===== config.mk =====
export PLATFORM = sky130hd
export DESIGN_NAME = auth_msg_transmitter
export DESIGN_NICKNAME = d
export VERILOG_FILES = /design/src/rtl/auth_msg_transmitter.sv
export SDC_FILE = /design/constraint.sdc
export NUM_CORES = 1
export LEC_CHECK = 0
export CORE_MARGIN = 2
export CORE_UTILIZATION = 35
export CTS_CLUSTER_DIAMETER = 150
export DETAILED_ROUTE_END_ITERATION = 7
export SETUP_SLACK_MARGIN = 0.4
export SLEW_MARGIN = 20
export SYNTH_ARGS = -nofsm -noshare
export SYNTH_HDL_FRONTEND = slang
export SYNTH_SLANG_ARGS = --single-unit

===== constraint.sdc =====
create_clock -name clk -period 5.63 [get_ports clk]
set_clock_uncertainty 0.2 [all_clocks]
set_input_delay 1.126 -clock clk [delete_from_list [all_inputs] [get_ports clk]]
set_output_delay 1.126 -clock clk [all_outputs]
set_load 0.1 [all_outputs]

===== src/rtl/auth_msg_transmitter.sv =====
// Buffers one authentication request (header + payload) taken over a four-phase
// req/ack handshake and serializes it byte by byte under valid/ready flow control.
module auth_msg_transmitter #(
    parameter int HEADER_BYTES  = 4,
    parameter int PAYLOAD_BYTES = 4
) (
    input  logic                       clk,
    input  logic                       reset,
    input  logic                       msg_req,
    input  logic [HEADER_BYTES*8-1:0]  header,
    input  logic [PAYLOAD_BYTES*8-1:0] payload,
    output logic                       msg_ack,
    output logic [7:0]                 tx_data,
    output logic                       tx_valid,
    input  logic                       tx_ready,
    output logic                       tx_last,
    output logic                       busy,
    output logic                       tx_done
);

    localparam int MSG_BYTES = HEADER_BYTES + PAYLOAD_BYTES;
    localparam int IDX_W     = (MSG_BYTES > 1) ? $clog2(MSG_BYTES) : 1;
    localparam logic [IDX_W-1:0] LAST_IDX = IDX_W'(MSG_BYTES - 1);

    typedef enum logic [1:0] {IDLE, HANDSHAKE, SEND, DONE} state_t;

    state_t                  state_q, state_d;
    logic [IDX_W-1:0]        idx_q, idx_d, idx_inc;
    logic [7:0]              buf_q [MSG_BYTES];
    logic [MSG_BYTES*8-1:0]  msg_w;
    logic                    load;
    logic                    ack_d, valid_d, last_d, done_d;
    logic [7:0]              data_d;

    assign msg_w   = {payload, header};
    assign idx_inc = idx_q + IDX_W'(1);
    assign busy    = (state_q != IDLE);

    always_comb begin
        state_d = state_q;
        idx_d   = idx_q;
        ack_d   = msg_ack;
        valid_d = tx_valid;
        last_d  = tx_last;
        done_d  = 1'b0;
        data_d  = tx_data;
        load    = 1'b0;
        case (state_q)
            IDLE: begin
                if (msg_req) begin
                    load    = 1'b1;
                    ack_d   = 1'b1;
                    state_d = HANDSHAKE;
                end
            end
            HANDSHAKE: begin
                if (!msg_req) begin
                    ack_d   = 1'b0;
                    idx_d   = '0;
                    valid_d = 1'b1;
                    data_d  = buf_q[0];
                    last_d  = (MSG_BYTES == 1);
                    state_d = SEND;
                end
            end
            SEND: begin
                // Index, data and last only move on an accepted byte, so a stall holds them.
                if (tx_valid && tx_ready) begin
                    if (idx_q == LAST_IDX) begin
                        valid_d = 1'b0;
                        last_d  = 1'b0;
                        done_d  = 1'b1;
                        state_d = DONE;
                    end else begin
                        idx_d  = idx_inc;
                        data_d = buf_q[idx_inc];
                        last_d = (idx_inc == LAST_IDX);
                    end
                end
            end
            DONE: begin
                state_d = IDLE;
            end
            default: begin
                state_d = IDLE;
            end
        endcase
    end

    always_ff @(posedge clk) begin
        if (reset) begin
            state_q  <= IDLE;
            idx_q    <= '0;
            msg_ack  <= 1'b0;
            tx_valid <= 1'b0;
            tx_last  <= 1'b0;
            tx_done  <= 1'b0;
            tx_data  <= 8'h00;
        end else begin
            state_q  <= state_d;
            idx_q    <= idx_d;
            msg_ack  <= ack_d;
            tx_valid <= valid_d;
            tx_last  <= last_d;
            tx_done  <= done_d;
            tx_data  <= data_d;
        end
    end

    // Message buffer is pure data: no reset, written only on capture.
    always_ff @(posedge clk) begin
        if (load && !reset) begin
            for (int i = 0; i < MSG_BYTES; i++) begin
                buf_q[i] <= msg_w[8*i +: 8];
            end
        end
    end

endmodule


After elaboration in Yosys (flattened, before gate mapping)
Memory sizes are Yosys's and may differ from the RTL's.
Cells that the tools add are included.

cells by class
  bitwise operators = 2
  reductions and logical operators = 13
  equal/unequal tests = 10
  magnitude comparators = 0
  shift-type cells = 0
  add/subtract/negate cells = 1
  mux-type cells = 28
  divide/modulo/power cells = 0
  $mul = 0

operator list
  operator                                                                count
  8-bit two-way mux                                                       3
  8-bit case mux with 2 select lines                                      1
  1-bit two-way mux                                                       12
  4-bit AND reduction                                                     3
  2-bit != test (second input constant)                                   5
  3-bit two-way mux                                                       3
  2-bit two-way mux                                                       4
  2-bit case mux with 4 select lines                                      1
  3-bit equality test (second input constant)                             2
  1-bit case mux with 2 select lines                                      3
  3-bit case mux with 2 select lines                                      1
  3-bit AND reduction                                                     2
  2-bit nonzero test                                                      3
  2-bit equality test (second input constant)                             2
  3-bit by 1-bit adder with 3-bit output (second input constant)          1
  3-bit OR reduction                                                      1
  2-bit by 1-bit equality test with 1-bit output (second input constant)  1
  1-bit logical AND                                                       2
  2-bit zero test                                                         1
  1-bit NOT                                                               2
  1-bit zero test                                                         1

word-level totals
  output and inout port bits = 13
  input bits = 68
  register bits after elaboration = 17
  bits in writable memories = 64
  memories = 1
  bits in latches = 0
  bits in read-only memories = 0
  logic and storage cells = 62

memory list
  name   words  width  read ports  clocked after Yosys merged registers in  write ports  RTL line  RTL
  buf_q  8      8      2           0                                        8            29        logic [7:0] buf_q [MSG_BYTES];

Logic depth before layout (Yosys ltp)
Gate-level depths: netlist of run 1.

  word-level depth = 5
  gate-level depth with buffers = 8
  depth with buffers taken out = 6

Least setup slack after synthesis of run 1
No wires, ideal clock.

  kind = input -> register
  start point = in reset
  end point = mem buf_q[0][0], enable pin
  data required time = 5.001 ns
  setup time = 0.429 ns
  data arrival time = 2.911 ns
  stages = 3
  setup slack = 2.090 ns
  buffers on the path = 1
  cell sequence = clkbuf_1 inv_1 and3_1

RTL lines
  what             RTL line  RTL
  start, declared  8         input logic reset,
  end, declared    29

Worst setup path in the final report of run 1
  start point = reg state_q[0]
  end point = out busy

between the ends
  cells in the longest elaborated chain, start to end = 1

ends and longest elaborated chain
  what                    RTL line  RTL
  start, declared         27        state_t state_q, state_d;
  start signal, assigned  100       state_q <= state_d;
  2-bit nonzero test      37        assign busy = (state_q != IDLE);
  end, declared           17        output logic busy,

No other way between the ends.

==> results.cfg, run 1 <==
[yosys]
synthAdderAreaFrac_pct = 2.66
synth_fp_nets = 271
synth.largest_area_cell = edfxtp_1
syn_inst = 196
ys_seq_elements = 81
synthSimpleGateAreaFrac_pct = 5.44
syn-mean-instance-area_um2 = 16.8
synth_cell_type_count = 33
ys_top_cells_by_area = edfxtp_1 (58%), dfxtp_1 (10%), mux4_2 (8.2%)
seq_area_frac_synth_pct = 68.7
synth_top_family_by_area = multiplexers
synth-compound-area-share_pct = 5.97
synth.top_cell.area_share_pct = 58.4
synth.area.mux_share_pct = 14.4
synth_xor_area_share_pct = 0
yosysWarnings = 0
synth_area_um2 = 3290

[worst_setup_path]
cp_cell_sequence = inv_1, ha_1, inv_1, clkdlybuf4s50_1
slowest_delay_ns = 1.12
path_delay_family = buffers and inverters
cp.arrival_ns = 2.25
crit_fanout = 5
path_common_cell = inv_1
crit_buf_inv = 3
rrSetupSlack_ns = 2.82
setup.worst_path.class = reg2out
end_kind = primary output
worstSetupStartpointType = register
required_ns = 4.30
slowest_stage = clkdlybuf4s50_1

[place]
numPortBuffers = 80
gp_congestion = 0.767
pre_cts_slack_ns = 1.62
place_inst = 378
dp_hpwl_um = 4070

[finish]
finalNonFillerCells = 394
final_layout_size_suffix_gt1_share_pct = 11.0
nFillCells = 819
layout.nets = 353
n_antenna_cell = 0
syn_to_final_growth_pct = 33.4

[global_route]
antenna_found_initial = 0
track_usage_pct = 12.5
grt_max_degree = 51
grt_pass1_wl_um = 9590
first_global_vias = 1957
grt.overflow.total = 0

[detailed_routing]
drt-total-wl_um = 6000
avgViaCountPerCell = 4.79
drt_pre_antenna_iters = 4
drtIter0Drc = 81
wl_per_cell_um = 15.2
drc_errors = 0
antenna_left = 0
via_count = 1889

[timing]
setup_viol = 0
timing.fmax_ghz = 0.280
setup_slack_ns = 2.05
fin_crit_ns = 3.58
grt_setup_unrepaired = false
worst_slew_pin_slew_ns = 1.02
hold_viol_final = 0
maxSlewHeadroom_pct = 32.0
layout_worst_path_cycle_share_pct = 63.5
tns_ns = 0
report.final.slew_viol_count = 0

[floorplanning]
start_util_pct = 35.8
die_area_um2 = 10200
ios = 81
die_h_um = 101
core-area_um2 = 9200
rows = 35
die_w_um = 101

[cts]
htree_levels = 3
clk_pin_slew_ns = 0.08
clkSinkCount = 81
holdBufCountCts = 0
clock_latency_ns = 0.35
cts_setup_buffers = 0
cts_resized = 0
root_buffer = clkbuf_8
clockBufferDepth = 2
numCtsBuffers = 9
cts_tree = done

[power_and_ir_drop]
p_leak_nw = 1.55
ir_drop_mv = 0.202
power_density_nw_per_um2 = 437

[status]
outcome = complete, no violations

[job]
cap_violations = 0

[worst_hold_path]
hold_class = reg2reg
==> per-layer routing <==
layer	GRT usage [%]	routed length (um)	vias to the layer above
met5	0	0	-
met4	5.30	110	0
met3	3.81	338	9
met2	20.1	2950	55
met1	15.8	2600	904
li1	-	-	921
==> cells in the mapped netlist <==
cell	instances
o211a_1	1
edfxtp_1	64
nand3b_1	1
or3b_1	1
nor2_1	11
nor2b_1	3
mux2i_1	10
buf_12	1
mux4_1	4
nand2b_1	1
o21bai_1	1
and3_1	1
ha_1	7
or4_1	1
or2_0	1
a211o_1	8
and2_1	1
nor3_1	2
buf_1	1
a21oi_1	13
a2111o_1	1
buf_6	1
buf_2	4
mux4_2	12
clkinv_2	1
a2111oi_2	1
o21ai_0	2
nor3b_1	1
clkbuf_1	3
a21boi_1	1
dfxtp_1	17
inv_1	5
nand2_1	14
==> stage by stage <==
step	area, um2	power, W	utilization, %	hold slack, ns
2_1_floorplan	3290	0.00131	-	0.241
3_3_place_gp	4170	0.00148	45.4	0.243
3_5_place_dp	4170	0.00149	45.4	0.249
4_1_cts	4380	0.00194	47.7	0.260
5_1_grt	4390	0.00202	47.7	0.288
6_report	4390	0.00192	47.7	0.260
==> cells in the final DEF (no fill, tap or decap), types with 2 or more instances in the layout <==
master / n
inv_1: 5
a211o_1: 8
nor2b_1: 3
mux4_2: 12
clkbuf_8: 9
o21ai_0: 2
nand2_1: 14
edfxtp_1: 64
a21oi_1: 13
nor3_1: 2
clkinv_2: 3
ha_1: 6
mux2i_1: 10
bufinv_16: 2
nor2_1: 11
dfxtp_1: 17
clkdlybuf4s50_1: 80
mux4_1: 4
==> path summary, 6_finish.rpt <==
kind / startpoint / end / depth (start not counted)
min: tx_data[6] / tx_data[6] / 2
max: state_q[0] / busy / 4
max reg2reg: state_q[0] / idx_q[1] / 6
min reg2reg: tx_data[6] / tx_data[6] / 2
==> cell type report <==
type,count,area (um2),area share (%)
clock buffer,10,128,2.91
clock inverter,6,82.6,1.88
inverter,6,23.8,0.542
multi-input combinational,99,946,21.6
sequential,81,2260,51.5
tap,111,139,3.16
timing repair buffer,81,808,18.4
==> flip-flops by register name, indices dropped and copies added (netlist names) <==
| name | flops |
|---|---|
| buf_q | 64 |
| msg_ack | 1 |
| tx_valid | 1 |
| state_q | 2 |
| idx_q | 3 |
| tx_last | 1 |
| tx_data | 8 |
| tx_done | 1 |
==> where the power goes <==
part           internal [W]  switching, W
Clock              0.000248      0.000197
Sequential         0.000760     0.0000381
Combinational      0.000218      0.000456
==> logic make-up after synthesis <==
logic type      after synthesis
flops                        81
compound gates               28
mux                          26
simple gates                 38
fa+ha+maj                     7
buf+inv                      16
==> worst register-to-register path, delay by kind of cell (launching register included) <==
kind            cells  cell delay [ns]
buf+inv             1             0.10
fa+ha+maj           1             0.66
simple gates        2             0.60
flops               1             0.33
compound gates      2             0.84
(Power assumes the default switching activity.)
==> run 2: changes to the inputs <==
==> constraint.sdc (replaced) <==
create_clock -name clk -period 3.3 [get_ports clk]
set_clock_uncertainty 0.2 [all_clocks]
set_input_delay 0.66 -clock clk [delete_from_list [all_inputs] [get_ports clk]]
set_output_delay 0.66 -clock clk [all_outputs]
set_load 0.1 [all_outputs]
==> run 2 against run 1 <==
Non-clock buffer count is 3 higher. Worst hold slack is essentially flat. Critical path depth up 2. Utilization hardly changed. Flip-flop and latch count unchanged. Setup slack worse by 1.3 ns. Clock power up 65%.
==> results.cfg, run 2 (synthesized netlist as in run 1, its figures left out) <==
[status]
outcome = complete, no violations

[floorplanning]
core-area_um2 = 9200
die_area_um2 = 10200
die_w_um = 101
ios = 81
rows = 35
die_h_um = 101
start_util_pct = 35.8

[worst_hold_path]
min_from = tx_data[2]
hold_class = reg2reg
hold-path-endpoint = tx_data[2]
hold_depth = 2

[place]
dpl_cell_area_um2 = 4190
pre_cts_slack_ns = 0.467
gp_congestion = 0.777
dp_hpwl_um = 4150
numPortBuffers = 80

[finish]
layout_commonest_cell = clkdlybuf4s50_1
stdcell_area_um2 = 4390
layout.nets = 356
syn_to_final_growth_pct = 33.4
reg.largest.list = buf_q x64, tx_data x8, idx_q x3
final_layout_size_suffix_gt1_share_pct = 16.4
largest_reg_flops = 64
n_antenna_cell = 0
mostFrequentLayoutCells = clkdlybuf4s50_1 (67), edfxtp_1 (64), dfxtp_1 (17), buf_4 (15), nand2_1 (14)
regMostFlops = buf_q

[worst_setup_path]
rrSetupSlack_ns = 0.72
setup.worst_path.class = reg2reg
crit_fanout = 17
slowest_delay_ns = 0.87
slowest_stage = ha_1
r2r_cells = 6
r2r-start = idx_q[0]
timing.rr.end = tx_data[1]
required_ns = 3.37
setup.worst_path.start = idx_q[0]
end_kind = register
cp_cell_sequence = clkinv_2, ha_1, mux4_2, mux2i_1, a211o_1, a21oi_1
cp.arrival_ns = 2.65
worstSetupStartpointType = register

[timing]
hold_ws_ns = 0.260
hold_viol_final = 0
timing.fmax_ghz = 0.388
grt_setup_unrepaired = false
fin_crit_ns = 2.58
layout_worst_path_cycle_share_pct = 78.1
report.final.slew_viol_count = 0
worst_slew_pin_slew_ns = 0.752
tns_ns = 0
maxSlewHeadroom_pct = 49.9
setup_viol = 0
setup_slack_ns = 0.722

[cts]
clk_pin_slew_ns = 0.08
clock_latency_ns = 0.35
htree_levels = 3
cts_setup_buffers = 0
clockBufferDepth = 2
holdBufCountCts = 0
numCtsBuffers = 9
cts_tree = done
clkSinkCount = 81
cts_resized = 0
root_buffer = clkbuf_8

[power_and_ir_drop]
p_leak_nw = 1.59
power_density_nw_per_um2 = 737
total_power_w = 0.00323
ir_drop_mv = 0.543

[global_route]
grt_max_degree = 65
grt.overflow.total = 0
antenna_found_initial = 0
first_global_vias = 1942
grt_pass1_wl_um = 9430
track_usage_pct = 12.6

[detailed_routing]
wl_per_cell_um = 15.5
drt-total-wl_um = 6140
drt_pre_antenna_iters = 5
via_count = 1931
avgViaCountPerCell = 4.86
drc_errors = 0
antenna_left = 0
drtIter0Drc = 58

[job]
cap_violations = 0
## run 2: cell count changes in the layout (fill, tap and decap cells not counted), sizes merged
cell	change
clkinv	-2
clkdlybuf4s50	-13
buf	+16
clkinvlp	+1
inv	+2
bufinv	-1
## run 2: metal layers
metal  up-vias  track usage (%)  wire, um  share of wire [%]
met5         -                0         0                  0
met2        54             21.3      3160                 51
li1        930                -         -                  -
met1       942             14.3      2480                 40
met4         0             3.74        40               0.65
met3         5             5.83       454                7.4
## run 2: worst max-delay path by stage
stage                      end  slack (ns)  cells past startpoint
floorplan           tx_data[0]        0.90                      5
global placement      idx_q[1]        0.51                      5
detailed placement    idx_q[1]        0.47                      5
CTS                 tx_data[1]        0.65                      6
global route        tx_data[5]        0.47                      6
finish              tx_data[1]        0.72                      6
## run 2: report_power, final
part	internal, W	total, W	leakage [nW]	switching, W
clock	0.000360	0.000735	0.0990	0.000374
sequential	0.00129	0.00136	0.731	0.0000645
combinational	0.000362	0.00114	0.758	0.000779
## run 2: cell type report
| class | count | area, um2 |
|---|---|---|
| clock buffers | 10 | 128 |
| clock inverters | 6 | 75.1 |
| fillers | 828 | 4810 |
| inverters | 6 | 23.8 |
| multi-input cells | 99 | 940 |
| flip-flops and latches | 81 | 2260 |
| well taps | 111 | 139 |
| repair buffers | 84 | 823 |
## run 2: critical path: cells and delay by family (launching register included)
kind / cells / cell delay [ns]
AO/OA/AOI/OAI: 2 / 0.42
adder cells (fa/ha/maj): 1 / 0.87
buffers and inverters: 1 / 0.24
flip-flops: 1 / 0.37
multiplexers: 2 / 0.40
## run 2: per-stage QoR
step,util [%],cells
floorplan,-,196
global placement,45.5,381
detailed placement,45.5,381
CTS,47.7,397
global route,47.7,397
finish,47.7,397
==> run 3: changes to the inputs <==
==> constraint.sdc (replaced) <==
create_clock -name clk -period 2.3 [get_ports clk]
set_clock_uncertainty 0.2 [all_clocks]
set_input_delay 0.46 -clock clk [delete_from_list [all_inputs] [get_ports clk]]
set_output_delay 0.46 -clock clk [all_outputs]
set_load 0.1 [all_outputs]
==> run 3 against run 2 <==
Routed wire length rose by 5.4%. Combinational power grew 73%. Critical path depth rose by 1. Setup slack worse by 0.58 ns. Cell area rose by 6.8%. Register-to-register slack worse by 0.58 ns. Via count up 4.2%. Utilization increased by 3.3 points. Die area stayed put. Critical path type unchanged.
==> results.cfg, run 3 (synthesized netlist as in run 1, its figures left out) <==
[worst_setup_path]
worstSetupStartpointType = register
setup.worst_path.start = idx_q[1]
required_ns = 2.33
r2r-start = idx_q[1]
crit_fanout = 4
end_kind = register
cp.arrival_ns = 2.19
rrSetupSlack_ns = 0.14
r2r_cells = 7
setup.worst_path.class = reg2reg
timing.rr.end = tx_data[4]
endpoint = tx_data[4]

[global_route]
first_global_vias = 2136
grt_max_degree = 25
antenna_found_initial = 0
track_usage_pct = 13.8
grt_pass1_wl_um = 10600
grt.overflow.total = 0

[place]
dp_hpwl_um = 4480
gp_congestion = 0.724
place_inst = 394
numPortBuffers = 80
pre_cts_slack_ns = 0.0443

[cts]
htree_levels = 3
clockBufferDepth = 2
numCtsBuffers = 9
clkSinkCount = 81
cts_tree = done
root_buffer = clkbuf_8
holdBufCountCts = 0
clock_latency_ns = 0.35
clk_pin_slew_ns = 0.08

[detailed_routing]
via_count = 2013
drtIter0Drc = 74
antenna_left = 0
drt-total-wl_um = 6470
avgViaCountPerCell = 4.83
drt_pre_antenna_iters = 4
drc_errors = 0
wl_per_cell_um = 15.5

[power_and_ir_drop]
power.share.clock_pct = 19.2
power_density_nw_per_um2 = 1040
power.switching_w = 0.00186
p_int_w = 0.00304
total_power_w = 0.00490
netSwitchingFraction_pct = 38.0
comb_power_share_pct = 40.3
p_leak_nw = 1.68
ir_drop_mv = 0.629
seqPwrFrac_pct = 40.5

[finish]
multi_input_area_um2 = 1020
register_area_um2 = 2280
fin_util_pct = 51.0
syn_to_final_growth_pct = 42.5
layout.nets = 376
finalNonFillerCells = 417
reg.largest.list = buf_q x64, tx_data x8, idx_q x3
mostFrequentLayoutCells = clkdlybuf4s50_1 (67), edfxtp_1 (64), buf_4 (27), mux4_2 (16), nand2_1 (14)
largest_reg_flops = 64
nFillCells = 779
layout_commonest_cell = clkdlybuf4s50_1
final_layout_size_suffix_gt1_share_pct = 28.1
regMostFlops = buf_q
n_antenna_cell = 0

[floorplanning]
start_util_pct = 35.8
die_w_um = 101
ios = 81
core-area_um2 = 9200
rows = 35
die_h_um = 101
die_area_um2 = 10200

[timing]
hold_viol_final = 0
fin_crit_ns = 2.16
maxSlewHeadroom_pct = 78.4
tns_ns = 0
timing.fmax_ghz = 0.464
report.final.slew_viol_count = 0
setup_viol = 0
worst_slew_pin_slew_ns = 0.324
grt_setup_unrepaired = true
setup_slack_ns = 0.143
layout_worst_path_cycle_share_pct = 93.8

[status]
outcome = complete, no violations

[worst_hold_path]
hold_class = reg2reg

[job]
cap_violations = 0
## run 3: power by group through the flow
stage | clock (W) | combinational [W] | sequential (W)
finish | 0.000942 | 0.00197 | 0.00198
global route | 0.00104 | 0.00212 | 0.00202
CTS | 0.000985 | 0.00190 | 0.00198
detailed placement | 0 | 0.00179 | 0.00200
global placement | 0 | 0.00177 | 0.00199
floorplan | 0 | 0.000742 | 0.00250
## run 3: worst max-delay path, stage by stage, from the launching register on
cell and delay, ns:
dfxtp_2 0.35, ha_4 0.16, ha_4 0.34, clkbuf_16 0.17, mux4_2 0.49, mux2i_1 0.15
a211o_1 0.14, a21oi_1 0.05
## run 3: repair_timing
action                     in CTS  in global routing
setup endpoints to repair      13                 13
gates cloned                    0                  1
resized for setup              15                 10
buffers inserted                4                  2
pin swaps                       2                 11
## run 3: how the worst min path moves through the flow
stage	from	to	slack, ns	depth (start not counted)
floorplan	idx_q[1]	idx_q[1]	0.26	2
global placement	tx_data[7]	tx_data[7]	0.25	2
detailed placement	tx_data[5]	tx_data[5]	0.25	2
CTS	tx_data[1]	tx_data[1]	0.26	2
global route	tx_data[5]	tx_data[5]	0.29	2
finish	tx_data[1]	tx_data[1]	0.26	2
## run 3: layer usage
layer  track usage (%)  routed length, um
met3              4.51                320
met2              22.3               3250
met1              17.7               2810
met5                 0                  0
met4              4.05                 94
## run 3: metrics by stage
step                cell area (um2)  hold slack [ns]
floorplan                      3340            0.263
global placement               4350            0.247
detailed placement             4350            0.250
CTS                            4610            0.262
global route                   4690            0.287
finish                         4690            0.258
## run 3: area by class of cell
class	instances	area share (%)
Tap cell	111	2.96
Clock buffer	9	2.64
Multi-Input combinational cell	99	21.7
Inverter	6	0.694
Clock inverter	7	1.17
Timing Repair Buffer	104	22.3
Sequential cell	81	48.6
